[src/rtl/id_ex_hazard_latch_pkg.sv]
// Shared widths, state encoding and bubble constant for the ID/EX latch
// and the stall counter reused by IF/ID stall logic.
package id_ex_hazard_latch_pkg;

    localparam int DEF_DATA_W     = 32;
    localparam int DEF_REG_ADDR_W = 5;
    localparam int DEF_OP_W       = 8;
    localparam int DEF_MAX_STALL  = 15;

    typedef enum logic [1:0] {
        ST_RUN      = 2'd0,
        ST_LD_STALL = 2'd1,
        ST_DS_STALL = 2'd2
    } state_t;

    typedef struct packed {
        logic valid;
        logic load;
        logic reg_write_en;
    } ex_ctrl_t;

    localparam ex_ctrl_t EX_CTRL_BUBBLE = '{valid: 1'b0, load: 1'b0, reg_write_en: 1'b0};

endpackage

[src/rtl/id_ex_hazard_latch_stall_counter.sv]
// Saturating load-stall counter with a sticky timeout flag; only rst clears
// the flag, clear only resets the count, and neither input low holds it.
module hazard_stall_counter
    import id_ex_hazard_latch_pkg::*;
#(
    parameter int MAX_STALL = DEF_MAX_STALL
) (
    input  logic clk,
    input  logic rst,
    input  logic clear,
    input  logic inc,
    output logic timeout
);

    localparam int CNT_W = $clog2(MAX_STALL + 2);
    localparam logic [CNT_W-1:0] SAT = CNT_W'(MAX_STALL + 1);

    logic [CNT_W-1:0] count;
    logic [CNT_W-1:0] count_next;

    always_comb begin
        count_next = count;
        if (clear) begin
            count_next = '0;
        end else if (inc && (count != SAT)) begin
            count_next = count + 1'b1;
        end
    end

    always_ff @(posedge clk) begin
        if (rst) begin
            count   <= '0;
            timeout <= 1'b0;
        end else begin
            count <= count_next;
            if (count_next == SAT) begin
                timeout <= 1'b1;
            end
        end
    end

endmodule

[src/rtl/id_ex_hazard_latch.sv]
// ID/EX pipeline register with load-use bubble insertion, flush and MEM
// back-pressure handling. HAZARD_PERF_CNT_EN adds bubble/stall perf counters.
//
// state        | meaning
// -------------+--------------------------------------------------
// ST_RUN       | last edge captured from ID or loaded a flush bubble
// ST_LD_STALL  | last edge inserted a load-use bubble
// ST_DS_STALL  | last edge froze EX for MEM back-pressure
module id_ex_hazard_latch
    import id_ex_hazard_latch_pkg::*;
#(
    parameter int DATA_W     = DEF_DATA_W,
    parameter int REG_ADDR_W = DEF_REG_ADDR_W,
    parameter int OP_W       = DEF_OP_W,
    parameter int MAX_STALL  = DEF_MAX_STALL
) (
    input  logic                  clk,
    input  logic                  rst,
    input  logic                  id_valid,
    input  logic [OP_W-1:0]       id_op,
    input  logic                  id_is_load,
    input  logic                  id_reg_write_en,
    input  logic [REG_ADDR_W-1:0] id_reg_write_addr,
    input  logic [DATA_W-1:0]     read_data_1,
    input  logic [DATA_W-1:0]     read_data_2,
    input  logic                  load_related_1,
    input  logic                  load_related_2,
    input  logic                  flush,
    input  logic                  stall_from_mem,
    output logic                  stall_req,
    output logic                  ex_valid,
    output logic [OP_W-1:0]       ex_op,
    output logic [DATA_W-1:0]     ex_operand_1,
    output logic [DATA_W-1:0]     ex_operand_2,
    output logic                  ex_load_flag,
    output logic                  ex_reg_write_en,
    output logic [REG_ADDR_W-1:0] ex_reg_write_addr,
    output logic                  hazard_timeout
`ifdef HAZARD_PERF_CNT_EN
    ,
    output logic [31:0]           perf_load_bubbles,
    output logic [31:0]           perf_ds_stalls
`endif
);

    state_t   state;
    ex_ctrl_t ctrl_q;
    logic     hazard;
    logic     take_bubble;
    logic     take_ds_stall;
    logic     cnt_clear;

    assign hazard        = id_valid & (load_related_1 | load_related_2);
    assign stall_req     = ~rst & ~flush & (stall_from_mem | hazard);
    assign take_ds_stall = ~flush & stall_from_mem;
    assign take_bubble   = ~flush & ~stall_from_mem & hazard;
    // Counter clears on flush and on a normal capture; holds across MEM stalls.
    assign cnt_clear     = flush | (~stall_from_mem & ~hazard);

    assign ex_valid        = ctrl_q.valid;
    assign ex_load_flag    = ctrl_q.load;
    assign ex_reg_write_en = ctrl_q.reg_write_en;

    always_ff @(posedge clk) begin
        if (rst) begin
            state             <= ST_RUN;
            ctrl_q            <= EX_CTRL_BUBBLE;
            ex_op             <= '0;
            ex_operand_1      <= '0;
            ex_operand_2      <= '0;
            ex_reg_write_addr <= '0;
        end else if (flush) begin
            state             <= ST_RUN;
            ctrl_q            <= EX_CTRL_BUBBLE;
            ex_op             <= '0;
            ex_operand_1      <= '0;
            ex_operand_2      <= '0;
            ex_reg_write_addr <= '0;
        end else if (stall_from_mem) begin
            state <= ST_DS_STALL;
        end else if (hazard) begin
            state             <= ST_LD_STALL;
            ctrl_q            <= EX_CTRL_BUBBLE;
            ex_op             <= '0;
            ex_operand_1      <= '0;
            ex_operand_2      <= '0;
            ex_reg_write_addr <= '0;
        end else begin
            state               <= ST_RUN;
            ctrl_q.valid        <= id_valid;
            ctrl_q.load         <= id_is_load & id_valid;
            // Writes to x0 are dropped here so EX never sees them.
            ctrl_q.reg_write_en <= id_reg_write_en & id_valid & (id_reg_write_addr != '0);
            ex_op               <= id_op;
            ex_operand_1        <= read_data_1;
            ex_operand_2        <= read_data_2;
            ex_reg_write_addr   <= id_reg_write_addr;
        end
    end

    hazard_stall_counter #(
        .MAX_STALL (MAX_STALL)
    ) u_stall_counter (
        .clk     (clk),
        .rst     (rst),
        .clear   (cnt_clear),
        .inc     (take_bubble),
        .timeout (hazard_timeout)
    );

    // A load-use stall always leaves a bubble in EX.
    a_ld_stall_bubble: assert property (
        @(posedge clk) disable iff (rst) (state == ST_LD_STALL) |-> !ex_valid
    );

`ifdef HAZARD_PERF_CNT_EN
    always_ff @(posedge clk) begin
        if (rst) begin
            perf_load_bubbles <= '0;
            perf_ds_stalls    <= '0;
        end else begin
            if (take_bubble) begin
                perf_load_bubbles <= perf_load_bubbles + 32'd1;
            end
            if (take_ds_stall) begin
                perf_ds_stalls <= perf_ds_stalls + 32'd1;
            end
        end
    end
`else
    // Performance counters are not built in this configuration.
    logic unused_perf;
    assign unused_perf = take_ds_stall;
`endif

endmodule

[config.mk]
export PLATFORM = sky130hd
export DESIGN_NAME = id_ex_hazard_latch
export DESIGN_NICKNAME = d
export VERILOG_FILES = /design/src/rtl/id_ex_hazard_latch_pkg.sv /design/src/rtl/id_ex_hazard_latch_stall_counter.sv /design/src/rtl/id_ex_hazard_latch.sv
export SDC_FILE = /design/constraint.sdc
export NUM_CORES = 1
export LEC_CHECK = 0
export ABC_AREA = 1
export BUFFER_PORTS_ARGS = -buffer_cell sky130_fd_sc_hd__buf_4
export CAP_MARGIN = 20
export CORE_MARGIN = 2
export CORE_UTILIZATION = 48
export CTS_CLUSTER_DIAMETER = 40
export DETAILED_ROUTE_END_ITERATION = 7
export PLACE_DENSITY = 0.88
export SYNTH_ARGS = -nofsm -noshare
export SYNTH_HDL_FRONTEND = slang
export SYNTH_HIERARCHICAL = 1
export SYNTH_SLANG_ARGS = --single-unit
[constraint.sdc]
create_clock -name clk -period 3.85 [get_ports clk]
set_clock_uncertainty 0.1 [all_clocks]
set_input_delay 0.77 -clock clk [delete_from_list [all_inputs] [get_ports clk]]
set_output_delay 0.77 -clock clk [all_outputs]
set_load 0.01 [all_outputs]
==> impl_metrics.tcl, run 1 <==
set metrics [dict create \
    status "finished, final reports clean" \
    final_nets 657 \
    netlist_top_cells_count "nand2_1, dfxtp_1, a21oi_1, clkbuf_1, nor2_1" \
    cts.clk_slew.worst_paths_ps 90 \
    grt_max_degree 81 \
    h-tree-depth 3 \
    dp.final_hpwl_mm 5.84 \
    rows 29 \
    p_per_area_mw_per_mm2 397 \
    drc 0 \
    coreArea_sq_mm 0.00635 \
    grt_usage_pct 23.9 \
    drtPass1Iterations 4 \
    drtIter0Drc 119 \
    synth-seq-cells 86 \
    yosysSeqAreaShare_pct 54.9 \
    drive_gt1_share_pct 33.2 \
    cp.arrival_ps 1440 \
    hold_viol_final 0 \
    worst_slew_pin_slew_ps 820 \
    crit_slowest_cell "nor2_1" \
    yosysTopAreaCell "dfxtp_1" \
    synthCells 414 \
    hold_path.class "reg -> reg" \
    cp-end-kind "output port" \
    grt_overflow 0 \
    cp_max_fo 6 \
    cts_setup_buffers 0 \
    antenna_found_initial 0 \
    synth_cell_types 20 \
    clkSinkCount 86 \
    endpoint "stall_req" \
    startpoint_type "input pin" \
    numPortBuffers 167 \
    yosysTopAreaCellShare_pct 54.9 \
    gp_congestion 0.838 \
    clkLatencyLatePin_ps 330 \
    fin_ws_ps 1540 \
    rrSetupSlack_ps 2230 \
    synth_edf_count 0 \
    ys_async_sr_fraction_pct 0 \
    routed_wl_mm 8.57 \
    ctsHoldBuffers 0 \
    setup_viol 0 \
    fill_cells 532 \
    rr_startpoint "u_stall_counter/count[0]" \
    viasPerCell 4.97 \
    syn_to_final_growth_pct 47.1 \
    worstHoldStart "ex_operand_1[15]" \
    postCtsResizedCells 0 \
    clock_tree.buffer_depth 2 \
    cellLeakagePower_nw 2.06 \
    cts_tree "yes" \
    peakVddDrop_v 0.000313 \
    grt_pass1_vias 3062 \
    min_period_over_period_pct 60.0 \
    crit_type "in -> out" \
    syn_nets 502 \
    start_util_pct 49.4 \
    reg2reg_to "u_stall_counter/timeout" \
    critical_path.cell_chain "buf_4 > nor2_1 > nor2_1 > nor2_4 > nor2_1 > buf_4" \
    startpoint "load_related_2" \
    fin_setup_tns_ps 0 \
    grt_pass1_wl_mm 14.0 \
    die_w_microns 84.9 \
    timing.critical_path.mode_cell "nor2_1" \
    num_vias 3224 \
    cts_buffers 9 \
    maxCapViolCount 0 \
    syn_area_per_cell_sq_um 7.58 \
    ys.flop_type "dfxtp_1" \
    ff2ff_path_depth 12 \
    pre_cts_slack_ps 1370 \
    yosysMostFrequentCell "nand2_1" \
    cp.required_ps 2980 \
    ios 168 \
    syn-cell-area_sq_mm 0.00314 \
    ys.warnings.count 6 \
    slowest_delay_ps 150 \
    synth_area_leaders "dfxtp_1, nand2_1, a21oi_1" \
    root_buffer "clkbuf_8" \
    slew_violations 0 \
    die_area_sq_mm 0.00720 \
    antennaDiodeCount 0 \
    die_height_microns 84.9 \
    period_minus_slack_ps 2310 \
    detail-route-antenna-nets 0 \
    max_freq_ghz 0.433 \
    rsz0062_at_grt "false" \
    relSlewSlack_pct 45.3 \
    wl_per_cell_microns 13.2 \
]
[worst max-delay path: cells and delay by family]
kind,cells,cell delay (ps)
buffers and inverters,2,250
and+or+nand+nor,4,420
[area by class of cell]
type	instances	area, sq um	share of cell area, %
clock inverters	5	100	2.17
clock buffers	9	124	2.68
well taps	77	96.3	2.09
repair buffers	170	1280	27.6
multi-input cells	288	1240	27.0
flip-flops and latches	86	1720	37.3
inverters	14	52.6	1.14
[worst min path at each step]
stage | slack (ps) | end | depth (start not counted)
after floorplan | 380 | u_stall_counter/timeout | 2
after global placement | 340 | ex_operand_1[15] | 2
after detailed placement | 350 | ex_operand_1[15] | 2
after CTS | 360 | ex_operand_1[15] | 2
after global routing | 380 | ex_operand_2[7] | 2
final | 360 | ex_operand_1[15] | 2
[power by group]
group	internal [W]	switching [W]	total [W]	leakage (nW)
combinational	0.000101	0.0000972	0.000198	1.24
clock	0.000422	0.000293	0.000715	0.115
sequential	0.000909	0.0000106	0.000920	0.697
[metal layers]
layer	global-route usage (%)	wire [microns]	vias up	part of all wire [%]
met2	43.6	4540	121	53
met4	9.52	214	0	2.5
li1	-	-	1622	-
met3	5.45	541	18	6.3
met5	0	0	-	0
met1	27.0	3280	1463	38
[cells in the final DEF (no fill, tap or decap)]
cell type  Yosys  layout
nand3_1        8       8
a21oi_2        1       1
ha_1           2       2
dfxtp_1       86      86
nand4_1        1       1
a21oi_1       80      80
nand2_1      173     173
nand3_2        1       1
clkbuf_8       0       9
or2_2          1       2
buf_4          1     170
o21bai_2       1       1
nor2_1        16      16
nor3_1         1       1
clkinv_2       0       2
o21ai_0        1       1
inv_1         14      14
bufinv_16      0       3
nor2_4         1       1
[state kept, by name, indices dropped and copies added, names as in the netlist]
name	cells
ex_op	8
ex_reg_write_addr	5
u_stall_counter/count	5
ex_operand_2	32
u_stall_counter/timeout	1
ex_reg_write_en	1
ex_valid	1
ex_load_flag	1
ex_operand_1	32
[cell families (layout without fill, tap and decap cells)]
group / count (synthesis) / count (layout) / share of synthesized area [%]
flip-flops: 86 / 86 / 54.9
AND/OR/NAND/NOR: 203 / 203 / 25.3
buffers and inverters: 40 / 198 / 5.46
AO/OA/AOI/OAI: 83 / 83 / 13.6
adder cells (fa/ha/maj): 2 / 2 / 0.797
[through the flow]
| step | instances | instance area, sq um | total power [W] | hold WS (ps) | util [%] |
|---|---|---|---|---|---|
| after floorplan | 414 | 3140 | 0.00103 | 378 | - |
| after global placement | 635 | 4390 | 0.00113 | 343 | 69.2 |
| after detailed placement | 635 | 4390 | 0.00114 | 347 | 69.2 |
| after CTS | 649 | 4620 | 0.00185 | 359 | 72.7 |
| after global routing | 649 | 4620 | 0.00191 | 385 | 72.7 |
| final | 649 | 4620 | 0.00183 | 357 | 72.7 |
No activity file was read; power rests on OpenSTA's default activity.
==> run 2, diff against run 1 <==
CORE_UTILIZATION = 44   (was 48)
PLACE_DENSITY = 0.82   (was 0.88)
clock period = 2.4 ns   (was 3.85 ns; I/O delays follow)
==> run 2 against run 1 <==
Net effect: worst hold slack got worse by 120 ps; routed wire length decreased by 2.8%; sequential cell count did not move; register-to-register slack worse by 1300 ps; die area rose by 8.7%; total power increased by 56%; setup slack worse by 870 ps; critical path depth stayed put; final cell count up 3.5%; non-clock buffer count grew 2; clock power up 50%; sequential share of layout area decreased by 0.21 points.
==> impl_metrics.tcl, run 2 (synthesized netlist as in run 1, its figures left out) <==
set metrics [dict create \
    num_vias 3161 \
    mostFrequentLayoutCells "nand2_1, buf_4, dfxtp_1" \
    drtPass1Iterations 4 \
    start_util_pct 45.9 \
    layout_commonest_cell "nand2_1" \
    startpoint_type "input pin" \
    dp.final_hpwl_mm 5.96 \
    cp_num_buf_inv 2 \
    cts.clk_slew.worst_paths_ps 80 \
    cp.required_ps 1820 \
    max_freq_ghz 0.577 \
    die_height_microns 88.5 \
    period_minus_slack_ps 1730 \
    p_per_area_mw_per_mm2 616 \
    antennaDiodeCount 0 \
    postCtsResizedCells 0 \
    hold_path.class "in -> reg" \
    root_buffer "clkbuf_8" \
    fin_hold_ws_ps 242 \
    coreArea_sq_mm 0.00683 \
    critPathTopFamily "simple AND/OR/NAND/NOR gates" \
    final_nets 659 \
    cp_max_fo 4 \
    seq_area_sq_mm 0.00172 \
    top_regs "ex_operand_1: 32 flops, ex_operand_2: 32 flops, ex_op: 8 flops" \
    detail-route-antenna-nets 0 \
    gp_congestion 0.779 \
    dp_cells 656 \
    slowest_delay_ps 160 \
    clkLatencyLatePin_ps 330 \
    h-tree-depth 3 \
    fin_ws_ps 668 \
    ff2ff_path_depth 12 \
    die_area_sq_mm 0.00782 \
    hold_path_depth 2 \
    fill_cells 581 \
    antenna_found_initial 0 \
    clkSinkCount 86 \
    grt_overflow 0 \
    place_area_sq_mm 0.00443 \
    viasPerCell 4.70 \
    cts_tree "yes" \
    timing.critical_path.mode_cell "nor2_1" \
    cts_setup_buffers 0 \
    maxCapViolCount 0 \
    status "finished, final reports clean" \
    critical_path.cell_chain "buf_4 > nor2_1 > nor2_1 > nor2_4 > nor2_1 > buf_4" \
    cp.arrival_ps 1150 \
    grt_usage_pct 20.7 \
    drive_gt1_share_pct 33.5 \
    cts_buffers 9 \
    relSlewSlack_pct 45.7 \
    die_w_microns 88.5 \
    numPortBuffers 167 \
    min_period_over_period_pct 72.2 \
    drtIter0Drc 126 \
    grt_pass1_wl_mm 12.7 \
    multiInputGateArea_sq_mm 0.00124 \
    worst_slew_pin_slew_ps 814 \
    rsz0062_at_grt "false" \
    wl_per_cell_microns 12.4 \
    crit_slowest_cell "nor2_1" \
    final_cell_count_no_fill 672 \
    syn_to_final_growth_pct 47.9 \
    postLayoutCellArea_sq_mm 0.00464 \
    fin_setup_tns_ps 0 \
    drc 0 \
    ctsHoldBuffers 0 \
    rows 30 \
    grt_max_degree 81 \
    clock_tree.buffer_depth 2 \
    hold_viol_final 0 \
    ios 168 \
    routed_wl_mm 8.33 \
    grt_pass1_vias 2886 \
    crit_type "in -> out" \
    slew_violations 0 \
    setup_viol 0 \
    pre_cts_slack_ps 504 \
    critical_path_depth 6 \
    cp-end-kind "output port" \
    peakVddDrop_v 0.000415 \
    cellLeakagePower_nw 2.06 \
]
## run 2: path summary, 6_finish.rpt
path	startpoint	end	slack (ps)
setup / recovery	load_related_2	stall_req	670
hold / removal	rst	u_stall_counter/timeout	240
setup reg to reg	u_stall_counter/count[0]	u_stall_counter/timeout	890
hold reg to reg	ex_operand_1[15]	ex_operand_1[15]	360
## run 2: final cells by class
class                           instances  area share (%)
Inverter                               14            1.13
Multi-Input combinational cell        288            26.8
Clock inverter                          6            1.81
Clock buffer                           10            2.75
Sequential cell                        86            37.1
Tap cell                               96            2.59
Timing Repair Buffer                  172            27.8
## run 2: metrics by stage
step / power [W] / util, %
after CTS: 0.00290 / 67.9
after global placement: 0.00182 / 64.9
after floorplan: 0.00165 / -
after global routing: 0.00298 / 67.9
after detailed placement: 0.00183 / 64.9
final: 0.00286 / 67.9
## run 2: power breakdown
part	internal (W)	leakage [nW]	switching [W]
Sequential	0.00146	0.697	0.0000171
Combinational	0.000163	1.25	0.000154
Clock	0.000585	0.110	0.000480
## run 2: layer usage
layer / vias up / share of wire [%] / global-route usage [%]
li1: 1622 / - / -
met1: 1428 / 40 / 23.3
met2: 103 / 53 / 37.3
met3: 8 / 6.0 / 5.60
met4: 0 / 1.1 / 8.26
met5: - / 0 / 0
==> run 3, diff against run 2 <==
ABC_AREA = 0   (was 1)
CORE_UTILIZATION = 41   (was 44)
PLACE_DENSITY = 0.78   (was 0.82)
clock period = 1.48 ns   (was 2.4 ns; I/O delays follow)
==> run 3 against run 2 <==
Net effect: count of clock-buffer cells in the layout is the same; non-clock buffer count is 10 higher; first-iteration DRC count increased by 0.79%; global-route usage down 1.6 points; worst hold slack lost 170 ps; final area grew 10%; sequential power increased by 61%; sequential cell count unchanged; die area is 17% higher; combinational power rose by 97%; the flow now finishes with violations (setup timing); final cell count shrank 1.5%.
==> impl_metrics.tcl, run 3 <==
set metrics [dict create \
    maxUsedRoutingLayer "met4" \
    hold_viol_final 0 \
    top_regs "ex_operand_1: 32 flops, ex_operand_2: 32 flops, ex_op: 8 flops" \
    clock_tree.buffer_depth 2 \
    grt_max_degree 95 \
    die_area_sq_mm 0.00916 \
    grt_overflow 0 \
    max_freq_ghz 0.657 \
    syn_nets 481 \
    root_buffer "clkbuf_8" \
    slowest_delay_ps 370 \
    yosysTopAreaCellShare_pct 49.9 \
    drtPass1Iterations 4 \
    rr_startpoint "u_stall_counter/count[1]" \
    layout_commonest_cell "buf_4" \
    numPortBuffers 167 \
    num_vias 3316 \
    ff2ff_path_depth 6 \
    final_nets 640 \
    dp.final_hpwl_mm 6.39 \
    yosysMostFrequentCell "dfxtp_1" \
    die_height_microns 95.7 \
    cp.arrival_ps 1680 \
    h-tree-depth 3 \
    relSlewSlack_pct 64.2 \
    grt_pass1_vias 3031 \
    die_w_microns 95.7 \
    ios 168 \
    antenna_found_initial 0 \
    routed_wl_mm 9.20 \
    period_minus_slack_ps 1520 \
    clkSinkCount 86 \
    worst_slew_pin_slew_ps 536 \
    reg2reg_to "u_stall_counter/timeout" \
    drive_gt1_share_pct 39.1 \
    setup_viol 1 \
    clkLatencyLatePin_ps 340 \
    startpoint "u_stall_counter/count[1]" \
    cp-end-kind "flop" \
    crit_slowest_cell "dfxtp_2" \
    rrSetupSlack_ps -40 \
    endpoint "u_stall_counter/timeout" \
    p_per_area_mw_per_mm2 923 \
    cts_buffers 9 \
    cts_tree "yes" \
    critical_path.cell_chain "inv_2 > ha_4 > nand3b_4 > o21ai_4 > or3_4 > a311oi_2" \
    crit_type "reg -> reg" \
    violations "setup timing" \
    wl_per_cell_microns 13.9 \
    ctsHoldBuffers 0 \
    antennaDiodeCount 0 \
    startpoint_type "flop" \
    cp.required_ps 1640 \
    met2_wirelength_mm 4.78 \
    peakVddDrop_v 0.000501 \
    fin_setup_tns_ps -43.0 \
    viasPerCell 5.01 \
    slew_violations 0 \
    ys_async_sr_fraction_pct 0 \
    fin_ws_ps -43.0 \
    fill_cells 717 \
    detail-route-antenna-nets 0 \
    cellLeakagePower_nw 2.09 \
    grt_pass1_wl_mm 14.0 \
    drtIter0Drc 127 \
    drt-met1-wl_mm 3.59 \
    netlist_top_cells_count "dfxtp_1, a21oi_1, nand2_1, nand3b_1, buf_2" \
    status "finished with violations" \
    syn_to_final_growth_pct 48.0 \
    min_period_over_period_pct 103 \
    rsz0062_at_grt "true" \
    cts.clk_slew.worst_paths_ps 90 \
    yosysSeqAreaShare_pct 49.9 \
    rows 33 \
    synth_edf_count 0 \
    gp_congestion 0.770 \
    ys.warnings.count 6 \
    synth-seq-cells 86 \
    start_util_pct 42.2 \
    maxCapViolCount 0 \
    grt_usage_pct 19.2 \
    synth_area_leaders "dfxtp_1, nand3b_1, a21oi_1" \
    worstHoldStart "rst" \
    synth_cell_types 32 \
    syn-cell-area_sq_mm 0.00345 \
    cp_max_fo 4 \
    hold_path.class "in -> reg" \
    coreArea_sq_mm 0.00818 \
    syn_area_per_cell_sq_um 8.77 \
    pre_cts_slack_ps -325 \
    mostFrequentLayoutCells "buf_4, dfxtp_1, a21oi_1" \
    wl_met3_microns 698 \
    ys.flop_type "dfxtp_1" \
    yosysTopAreaCell "dfxtp_1" \
    synthCells 393 \
    drc 0 \
]
-- run 3: cell types whose count changed after synthesis, sizes merged, moves of 2 or more --
cell / previous run / this run
buf: 10 / 24
clkbuf: 16 / 10
inv: 14 / 3
nand2: 173 / 78
nand3: 9 / 1
nand3b: 0 / 78
nor2: 17 / 5
nor3: 1 / 4
nor4b: 0 / 2
xnor2: 0 / 2
-- run 3: cell families after synthesis --
kind of cell,after synthesis,synth area share [%]
simple gates,177,29.3
compound gates,87,13.5
flops,86,49.9
buf+inv,37,5.52
xor+xnor,3,0.762
fa+ha+maj,2,0.726
mux,1,0.290
-- run 3: metrics by stage --
step           total power [W]  instance area [sq um]  hold slack (ps)  utilization [%]  instances
2_1_floorplan          0.00274                   3490              264                -        393
6_report               0.00471                   5100             67.0             62.4        662
4_1_cts                0.00479                   5050             35.0             61.8        662
5_1_grt                0.00493                   5100             46.4             62.4        662
3_5_place_dp           0.00307                   4840              354             59.3        648
3_3_place_gp           0.00306                   4840              343             59.3        648
-- run 3: metal layers --
| layer | vias up | global-route usage [%] |
|---|---|---|
| met2 | 107 | 34.4 |
| met4 | 0 | 6.19 |
| met3 | 9 | 5.72 |
| met5 | - | 0 |
| li1 | 1664 | - |
| met1 | 1536 | 21.7 |
-- run 3: power breakdown --
group	internal (W)	switching [W]
Clock	0.000839	0.000858
Sequential	0.00237	0.0000274
Combinational	0.000338	0.000285
Total	0.00354	0.00117
-- run 3: worst min path at each step --
stage,slack [ps],to,cells after the start
2_1_floorplan,260,u_stall_counter/timeout,1
3_3_place_gp,340,ex_operand_1[15],2
3_5_place_dp,350,ex_operand_1[15],2
4_1_cts,40,u_stall_counter/count[0],2
5_1_grt,50,u_stall_counter/timeout,2
6_report,70,u_stall_counter/count[0],2
-- run 3: critical path, delay by kind of cell (launching register included) --
family          cells  cell delay, ps
compound gates      2             340
fa+ha+maj           1             160
buf+inv             1              60
flops               1             370
simple gates        2             420
-- run 3: layout make-up --
class	count	area (sq um)	share of cell area [%]
Clock buffer	10	138	2.70
Clock inverter	6	68.8	1.35
Inverter	3	11.3	0.221
Multi-Input combinational cell	270	1620	31.8
Sequential cell	86	1720	33.8
Tap cell	105	131	2.57
Timing Repair Buffer	182	1410	27.6
-- run 3: timing repair --
action / in CTS / in global routing
endpoints found under the setup margin: 2 / 2
resized for setup: 5 / 11
setup buffers: 0 / 0
pin swaps: 1 / 8
